### src/rtl/dcache_ctrl_if.sv
// rtl/dcache_ctrl_if.sv - MEM-stage, tag-array, data-RAM and memory-bus signals of the data cache controller
interface dcache_ctrl_if;
  logic        mem_ce;
  logic        mem_we;
  logic [31:0] mem_addr;
  logic [3:0]  mem_sel;
  logic [31:0] mem_wdata;
  logic [31:0] mem_rdata;
  logic        stall_req;
  logic        tag_hit;
  logic        tag_write_back;
  logic [31:0] tag_last_addr;
  logic        tag_wr;
  logic        cache_ok;
  logic [11:0] data_idx;
  logic [31:0] data_rdata;
  logic        data_we;
  logic [3:0]  data_wsel;
  logic [31:0] data_wdata;
  logic        bus_req;
  logic        bus_we;
  logic [31:0] bus_addr;
  logic [31:0] bus_wdata;
  logic [3:0]  bus_sel;
  logic [31:0] bus_rdata;
  logic        bus_ack;

  modport master (
    input  mem_ce, mem_we, mem_addr, mem_sel, mem_wdata,
    input  tag_hit, tag_write_back, tag_last_addr, data_rdata, bus_rdata, bus_ack,
    output mem_rdata, stall_req, tag_wr, cache_ok,
    output data_idx, data_we, data_wsel, data_wdata,
    output bus_req, bus_we, bus_addr, bus_wdata, bus_sel
  );

  modport slave (
    output mem_ce, mem_we, mem_addr, mem_sel, mem_wdata,
    output tag_hit, tag_write_back, tag_last_addr, data_rdata, bus_rdata, bus_ack,
    input  mem_rdata, stall_req, tag_wr, cache_ok,
    input  data_idx, data_we, data_wsel, data_wdata,
    input  bus_req, bus_we, bus_addr, bus_wdata, bus_sel
  );
endinterface

### src/rtl/dcache_ctrl.sv
// rtl/dcache_ctrl.sv - direct-mapped data cache sequencer: hit/miss, dirty write-back, line refill, uncached bypass
module dcache_ctrl #(
  parameter int         LINE_WORDS   = 16,
  parameter logic [2:0] UNCACHED_SEG = 3'b101
) (
  input logic           clk,
  input logic           rst,
  dcache_ctrl_if.master io
);
  localparam int            CW   = $clog2(LINE_WORDS);
  localparam logic [CW-1:0] LAST = CW'(LINE_WORDS - 1);

  localparam logic [2:0] S_IDLE   = 3'd0;
  localparam logic [2:0] S_WB     = 3'd1;
  localparam logic [2:0] S_REFILL = 3'd2;
  localparam logic [2:0] S_DONE   = 3'd3;
  localparam logic [2:0] S_UNC    = 3'd4;

  logic [2:0]    state, next_state;
  logic [CW-1:0] cnt, next_cnt;
  logic          ack_gap, unc_done;
  logic [31:0]   unc_rdata;
  logic          uncached, bus_phase, req, beat;
  logic [7:0]    index;

  assign index     = io.mem_addr[13:6];
  assign uncached  = io.mem_addr[31:29] == UNCACHED_SEG;
  assign bus_phase = (state == S_WB) || (state == S_REFILL) || (state == S_UNC);
  // One outstanding beat: no request in the cycle after an ack, and acks count only while requesting.
  assign req  = rst && bus_phase && !ack_gap;
  assign beat = req && io.bus_ack;

  always_comb begin
    next_state    = state;
    next_cnt      = cnt;
    io.mem_rdata  = '0;
    io.stall_req  = 1'b0;
    io.tag_wr     = 1'b0;
    io.cache_ok   = 1'b0;
    io.data_idx   = '0;
    io.data_we    = 1'b0;
    io.data_wsel  = '0;
    io.data_wdata = '0;
    io.bus_req    = 1'b0;
    io.bus_we     = 1'b0;
    io.bus_addr   = '0;
    io.bus_wdata  = '0;
    io.bus_sel    = '0;
    if (rst) begin
      case (state)
        S_IDLE: begin
          io.data_idx  = {index, io.mem_addr[5:2]};
          io.mem_rdata = io.data_rdata;
          if (unc_done) begin
            io.mem_rdata = unc_rdata;
          end else if (io.mem_ce) begin
            if (uncached) begin
              io.stall_req = 1'b1;
              next_state   = S_UNC;
            end else if (io.tag_hit) begin
              if (io.mem_we) begin
                io.data_we    = 1'b1;
                io.data_wsel  = io.mem_sel;
                io.data_wdata = io.mem_wdata;
                io.tag_wr     = 1'b1;
              end
            end else begin
              io.stall_req = 1'b1;
              next_cnt     = '0;
              next_state   = io.tag_write_back ? S_WB : S_REFILL;
            end
          end
        end
        S_WB: begin
          io.stall_req = 1'b1;
          io.bus_req   = req;
          io.bus_we    = 1'b1;
          io.bus_sel   = 4'hf;
          io.bus_addr  = io.tag_last_addr + 32'({cnt, 2'b00});
          io.data_idx  = {index, cnt};
          io.bus_wdata = io.data_rdata;
          if (beat) begin
            next_cnt = cnt + CW'(1);
            if (cnt == LAST) begin
              next_cnt   = '0;
              next_state = S_REFILL;
            end
          end
        end
        S_REFILL: begin
          io.stall_req = 1'b1;
          io.bus_req   = req;
          io.bus_sel   = 4'hf;
          io.bus_addr  = {io.mem_addr[31:6], cnt, 2'b00};
          io.data_idx  = {index, cnt};
          if (beat) begin
            io.data_we    = 1'b1;
            io.data_wsel  = 4'hf;
            io.data_wdata = io.bus_rdata;
            next_cnt      = cnt + CW'(1);
            if (cnt == LAST) begin
              next_cnt   = '0;
              next_state = S_DONE;
            end
          end
        end
        S_DONE: begin
          // tag_hit is still low here, so the tag array writes the line clean.
          io.stall_req = 1'b1;
          io.cache_ok  = 1'b1;
          next_state   = S_IDLE;
        end
        S_UNC: begin
          io.stall_req = 1'b1;
          io.bus_req   = req;
          io.bus_we    = io.mem_we;
          io.bus_sel   = io.mem_sel;
          io.bus_addr  = io.mem_addr;
          io.bus_wdata = io.mem_wdata;
          if (beat) next_state = S_IDLE;
        end
        default: next_state = S_IDLE;
      endcase
    end
  end

  always_ff @(posedge clk) begin
    if (!rst) begin
      state     <= S_IDLE;
      cnt       <= '0;
      ack_gap   <= 1'b0;
      unc_done  <= 1'b0;
      unc_rdata <= '0;
    end else begin
      state    <= next_state;
      cnt      <= next_cnt;
      ack_gap  <= beat;
      unc_done <= (state == S_UNC) && beat;
      if ((state == S_UNC) && beat) unc_rdata <= io.bus_rdata;
    end
  end
endmodule

### src/flat_wrapper.sv
// flat-port wrapper written by rule: the top's interface ports become plain ports
module dcache_ctrl_flat 
#(
  parameter int         LINE_WORDS   = 16,
  parameter logic [2:0] UNCACHED_SEG = 3'b101
)
  (clk, rst, io_mem_ce, io_mem_we, io_mem_addr, io_mem_sel, io_mem_wdata, io_tag_hit, io_tag_write_back, io_tag_last_addr, io_data_rdata, io_bus_rdata, io_bus_ack, io_mem_rdata, io_stall_req, io_tag_wr, io_cache_ok, io_data_idx, io_data_we, io_data_wsel, io_data_wdata, io_bus_req, io_bus_we, io_bus_addr, io_bus_wdata, io_bus_sel);
  dcache_ctrl_if io_i ();
  input logic clk;
  input logic rst;
  input wire logic [$bits(io_i.mem_ce)-1:0] io_mem_ce;
  input wire logic [$bits(io_i.mem_we)-1:0] io_mem_we;
  input wire logic [$bits(io_i.mem_addr)-1:0] io_mem_addr;
  input wire logic [$bits(io_i.mem_sel)-1:0] io_mem_sel;
  input wire logic [$bits(io_i.mem_wdata)-1:0] io_mem_wdata;
  input wire logic [$bits(io_i.tag_hit)-1:0] io_tag_hit;
  input wire logic [$bits(io_i.tag_write_back)-1:0] io_tag_write_back;
  input wire logic [$bits(io_i.tag_last_addr)-1:0] io_tag_last_addr;
  input wire logic [$bits(io_i.data_rdata)-1:0] io_data_rdata;
  input wire logic [$bits(io_i.bus_rdata)-1:0] io_bus_rdata;
  input wire logic [$bits(io_i.bus_ack)-1:0] io_bus_ack;
  output wire logic [$bits(io_i.mem_rdata)-1:0] io_mem_rdata;
  output wire logic [$bits(io_i.stall_req)-1:0] io_stall_req;
  output wire logic [$bits(io_i.tag_wr)-1:0] io_tag_wr;
  output wire logic [$bits(io_i.cache_ok)-1:0] io_cache_ok;
  output wire logic [$bits(io_i.data_idx)-1:0] io_data_idx;
  output wire logic [$bits(io_i.data_we)-1:0] io_data_we;
  output wire logic [$bits(io_i.data_wsel)-1:0] io_data_wsel;
  output wire logic [$bits(io_i.data_wdata)-1:0] io_data_wdata;
  output wire logic [$bits(io_i.bus_req)-1:0] io_bus_req;
  output wire logic [$bits(io_i.bus_we)-1:0] io_bus_we;
  output wire logic [$bits(io_i.bus_addr)-1:0] io_bus_addr;
  output wire logic [$bits(io_i.bus_wdata)-1:0] io_bus_wdata;
  output wire logic [$bits(io_i.bus_sel)-1:0] io_bus_sel;
  assign io_i.mem_ce = io_mem_ce;
  assign io_i.mem_we = io_mem_we;
  assign io_i.mem_addr = io_mem_addr;
  assign io_i.mem_sel = io_mem_sel;
  assign io_i.mem_wdata = io_mem_wdata;
  assign io_i.tag_hit = io_tag_hit;
  assign io_i.tag_write_back = io_tag_write_back;
  assign io_i.tag_last_addr = io_tag_last_addr;
  assign io_i.data_rdata = io_data_rdata;
  assign io_i.bus_rdata = io_bus_rdata;
  assign io_i.bus_ack = io_bus_ack;
  assign io_mem_rdata = io_i.mem_rdata;
  assign io_stall_req = io_i.stall_req;
  assign io_tag_wr = io_i.tag_wr;
  assign io_cache_ok = io_i.cache_ok;
  assign io_data_idx = io_i.data_idx;
  assign io_data_we = io_i.data_we;
  assign io_data_wsel = io_i.data_wsel;
  assign io_data_wdata = io_i.data_wdata;
  assign io_bus_req = io_i.bus_req;
  assign io_bus_we = io_i.bus_we;
  assign io_bus_addr = io_i.bus_addr;
  assign io_bus_wdata = io_i.bus_wdata;
  assign io_bus_sel = io_i.bus_sel;
  dcache_ctrl #(.LINE_WORDS(LINE_WORDS), .UNCACHED_SEG(UNCACHED_SEG)) u_core (.clk(clk), .rst(rst), .io(io_i));
endmodule
### config.mk
export PLATFORM = sky130hd
export DESIGN_NAME = dcache_ctrl_flat
export DESIGN_NICKNAME = d
export VERILOG_FILES = /design/src/rtl/dcache_ctrl_if.sv /design/src/rtl/dcache_ctrl.sv /design/src/flat_wrapper.sv
export SDC_FILE = /design/constraint.sdc
export NUM_CORES = 1
export LEC_CHECK = 0
export BUFFER_PORTS_ARGS = -buffer_cell sky130_fd_sc_hd__buf_2
export CAP_MARGIN = 20
export CORE_AREA = 2 2 128 130
export DETAILED_ROUTE_END_ITERATION = 12
export DIE_AREA = 0 0 130 132
export GPL_TIMING_DRIVEN = 0
export RECOVER_POWER = 50
export SYNTH_ARGS = -nofsm -noshare
export SYNTH_HDL_FRONTEND = slang
export SYNTH_SLANG_ARGS = --single-unit
export TNS_END_PERCENT = 5
### constraint.sdc
create_clock -name clk -period 7.45 [get_ports clk]
set_clock_uncertainty 0.2 [all_clocks]
set_input_delay 1.1175 -clock clk [delete_from_list [all_inputs] [get_ports clk]]
set_output_delay 1.1175 -clock clk [all_outputs]
set_load 0.02 [all_outputs]
==> flow_metrics.py <==
metrics = {
    "run_status": {
        "status": "completed",
    },
    "synth": {
        "synth_top_area_share": 0.179,
        "async_flop_share": 0,
        "synth.yosys.seq_area_share": 0.179,
        "synth_warnings": 0,
        "syn_area_sq_mm": 0.00458,
        "syn_avg_cell_area_sq_um": 6.79,
        "synth_largest_area_cell": "dfxtp_1",
        "syn_inst": 675,
        "synth_area_leaders": "dfxtp_1 18%, a22oi_1 11%, nand2_1 8.9%, nor2_1 7.9%, mux2i_1 7.0%",
        "ys_ff_latch": 41,
        "synth-main-ff-cell": "dfxtp_1",
        "yosys.cell_types.count": 68,
        "syn-num-nets": 852,
        "synth_edf_count": 0,
    },
    "grt": {
        "grtUsageMet1": 0.270,
        "met3_usage": 0.0483,
        "grt_pass1_vias": 5885,
        "grt_antenna_before_repair": 2,
        "grt_pass1_wl_um": 32200,
        "grt_util_met2": 0.440,
        "grt_overflow": 0,
        "grt_use_total": 0.239,
        "busiest_layer": "met2",
        "grt_max_degree": 14,
    },
    "floorplan": {
        "dieHeight_um": 132,
        "fp.dieW_um": 130,
        "die-area_sq_mm": 0.0172,
        "io_pins": 325,
        "core_area_sq_mm": 0.0157,
        "start_util": 0.292,
        "std_cell_rows": 46,
    },
    "timing": {
        "fmax_mhz": 207,
        "whs_ns": 0.258,
        "worstMarginPinSlew_ns": 0.774,
        "max_slew_margin": 0.481,
        "hold_viol": 0,
        "finalSetupTns_ns": 0,
        "grt_setup_unrepaired": "false",
        "setup_violations": 0,
        "report.final.slew_viol_count": 0,
        "finalCritPeriodShare": 0.649,
        "fin_crit_ns": 4.84,
    },
    "hold_path": {
        "hold_path_end": "u_core.unc_rdata[9]",
        "hold_class": "reg -> reg",
        "min-delay-start": "u_core.unc_rdata[9]",
        "whs_path_depth": 2,
    },
    "cts": {
        "cts-resized-gates": 0,
        "clk_pin_slew_worst_paths_ns": 0.07,
        "cts.sinks": 41,
        "clk_path_buf_depth": 2,
        "clock_latency_ns": 0.28,
        "hold_buffers": 0,
        "postCtsSetupRepairBufs": 0,
        "cts_max_level": 2,
        "root_buffer": "clkbuf_16",
        "numCtsBuffers": 5,
        "cts_tree": "done",
    },
    "power": {
        "sw_frac_of_total": 0.513,
        "totalPowerFinal_mw": 1.32,
        "comb_power_share": 0.628,
        "p_leak_nw": 2.73,
        "internal_power_mw": 0.644,
        "powerDensity_mw_per_mm2": 202,
        "seqPwrFrac": 0.181,
        "ir_worst_vdd_mv": 0.0922,
        "clockPowerShare": 0.191,
        "switching_power_mw": 0.678,
    },
    "final_layout": {
        "ff_latch_area_sq_um": 821,
        "fin_nets": 1181,
        "multiInputGateArea_sq_mm": 0.00347,
        "final_cell_mix": "285 x buf_2, 109 x nand2_1, 97 x nor2_1",
        "drive_above_1_share": 0.305,
        "final_common_cell": "buf_2",
        "design_area_sq_mm": 0.00655,
        "final_util": 0.417,
        "fill_cells": 1786,
        "area_growth_pct": 42.9,
    },
    "setup_path": {
        "rr_worst_depth": 6,
        "required_ns": 6.13,
        "crit_path_max_fanout": 10,
        "crit_type": "in -> out",
        "reg2reg_to": "u_core.ack_gap",
        "cp-start-kind": "primary input",
        "end_kind": "output port",
        "r2r_slack_ns": 4.81,
        "r2r_start": "u_core.state[2]",
        "arrival_ns": 3.52,
    },
    "detailed_routing": {
        "routedWlPerCell_um": 17.9,
        "via_per_inst": 5.13,
        "num_vias": 6271,
        "first_pass_iters": 5,
        "drc": 0,
        "drt_wl_total_um": 21900,
        "drt-initial-drc-count": 313,
        "postRouteAntennaNets": 0,
    },
    "placed_design": {
        "place_hpwl_um": 18000,
        "gp_congestion": 0.915,
        "io_buffers": 322,
        "placed_cell_area_sq_mm": 0.00647,
    },
    "flow_run": {
        "maxCapViolCount": 0,
    },
}
## cell families after synthesis
group	count (synthesis)	synth area share
simple gates	326	0.349
xor+xnor	24	0.0459
fa+ha+maj	6	0.0180
compound gates	180	0.277
mux	32	0.0699
buf+inv	66	0.0617
flops	41	0.179
## per-stage QoR
stage,instances,setup slack (ns)
4_1_cts,1221,2.63
2_1_floorplan,675,2.98
5_1_grt,1223,2.42
3_3_place_gp,1213,2.68
6_report,1223,2.61
3_5_place_dp,1213,2.63
## Yosys cell counts, drive strengths merged, types with 2 or more instances
cell / instances
and4: 4
o21ai: 33
a211oi: 5
nand3: 17
nor3b: 7
o31ai: 2
dfxtp: 41
a21boi: 33
ha: 5
nor3: 7
xnor2: 13
o21a: 2
and3: 4
inv: 9
mux2i: 32
nor4: 5
and2: 15
a31oi: 3
nor2: 98
clkbuf: 36
nand4: 10
nand3b: 3
nand2: 109
xor2: 11
nand2b: 6
nor2b: 34
a21oi: 19
or3: 2
a22oi: 67
buf: 20
o311ai: 2
## critical path, cell delays in order
cell and delay (ns):
clkbuf_1 0.41, and3b_1 0.23, clkbuf_1 0.30, nand2_1 0.20, nor3_4 0.47, buf_2 0.35, a22oi_1 0.09, nor2_1 0.15
buf_2 0.19
## sequential cells by signal, indices dropped and copies added, names as in the netlist
| register | cells |
|---|---|
| u_core.ack_gap | 1 |
| u_core.cnt | 4 |
| u_core.state | 3 |
| u_core.unc_done | 1 |
| u_core.unc_rdata | 32 |
## worst max-delay path by stage
stage / start / endpoint / slack [ns] / cells after the start
3_5_place_dp: io_tag_last_addr[2] / io_bus_addr[22] / 2.63 / 10
6_report: rst / io_data_wdata[23] / 2.61 / 9
4_1_cts: io_tag_last_addr[2] / io_bus_addr[22] / 2.63 / 10
5_1_grt: rst / io_data_wdata[23] / 2.42 / 9
3_3_place_gp: io_tag_last_addr[2] / io_bus_addr[22] / 2.68 / 10
2_1_floorplan: io_tag_last_addr[2] / io_bus_addr[12] / 2.98 / 8
## area by class of cell
cell class	instances	share of cell area
inverters	10	0.00573
repair buffers	322	0.237
diodes	2	0.000764
flip-flops and latches	41	0.125
clock buffers	6	0.0197
clock inverters	2	0.00592
well taps	216	0.0413
plain buffers	56	0.0353
multi-input cells	568	0.529
## layer usage
layer / wire (um) / up-vias
met5: 0 / -
met4: 412 / 0
met3: 1780 / 26
met2: 11200 / 308
met1: 8540 / 2898
li1: - / 3039
## power by group through the flow
stage / clock [mW] / combinational (mW) / sequential [mW]
5_1_grt: 0.263 / 0.900 / 0.241
3_3_place_gp: 0 / 0.853 / 0.245
6_report: 0.253 / 0.830 / 0.240
4_1_cts: 0.256 / 0.854 / 0.239
3_5_place_dp: 0 / 0.852 / 0.244
2_1_floorplan: 0 / 0.529 / 0.241
No activity file was read; power rests on OpenSTA's default activity.
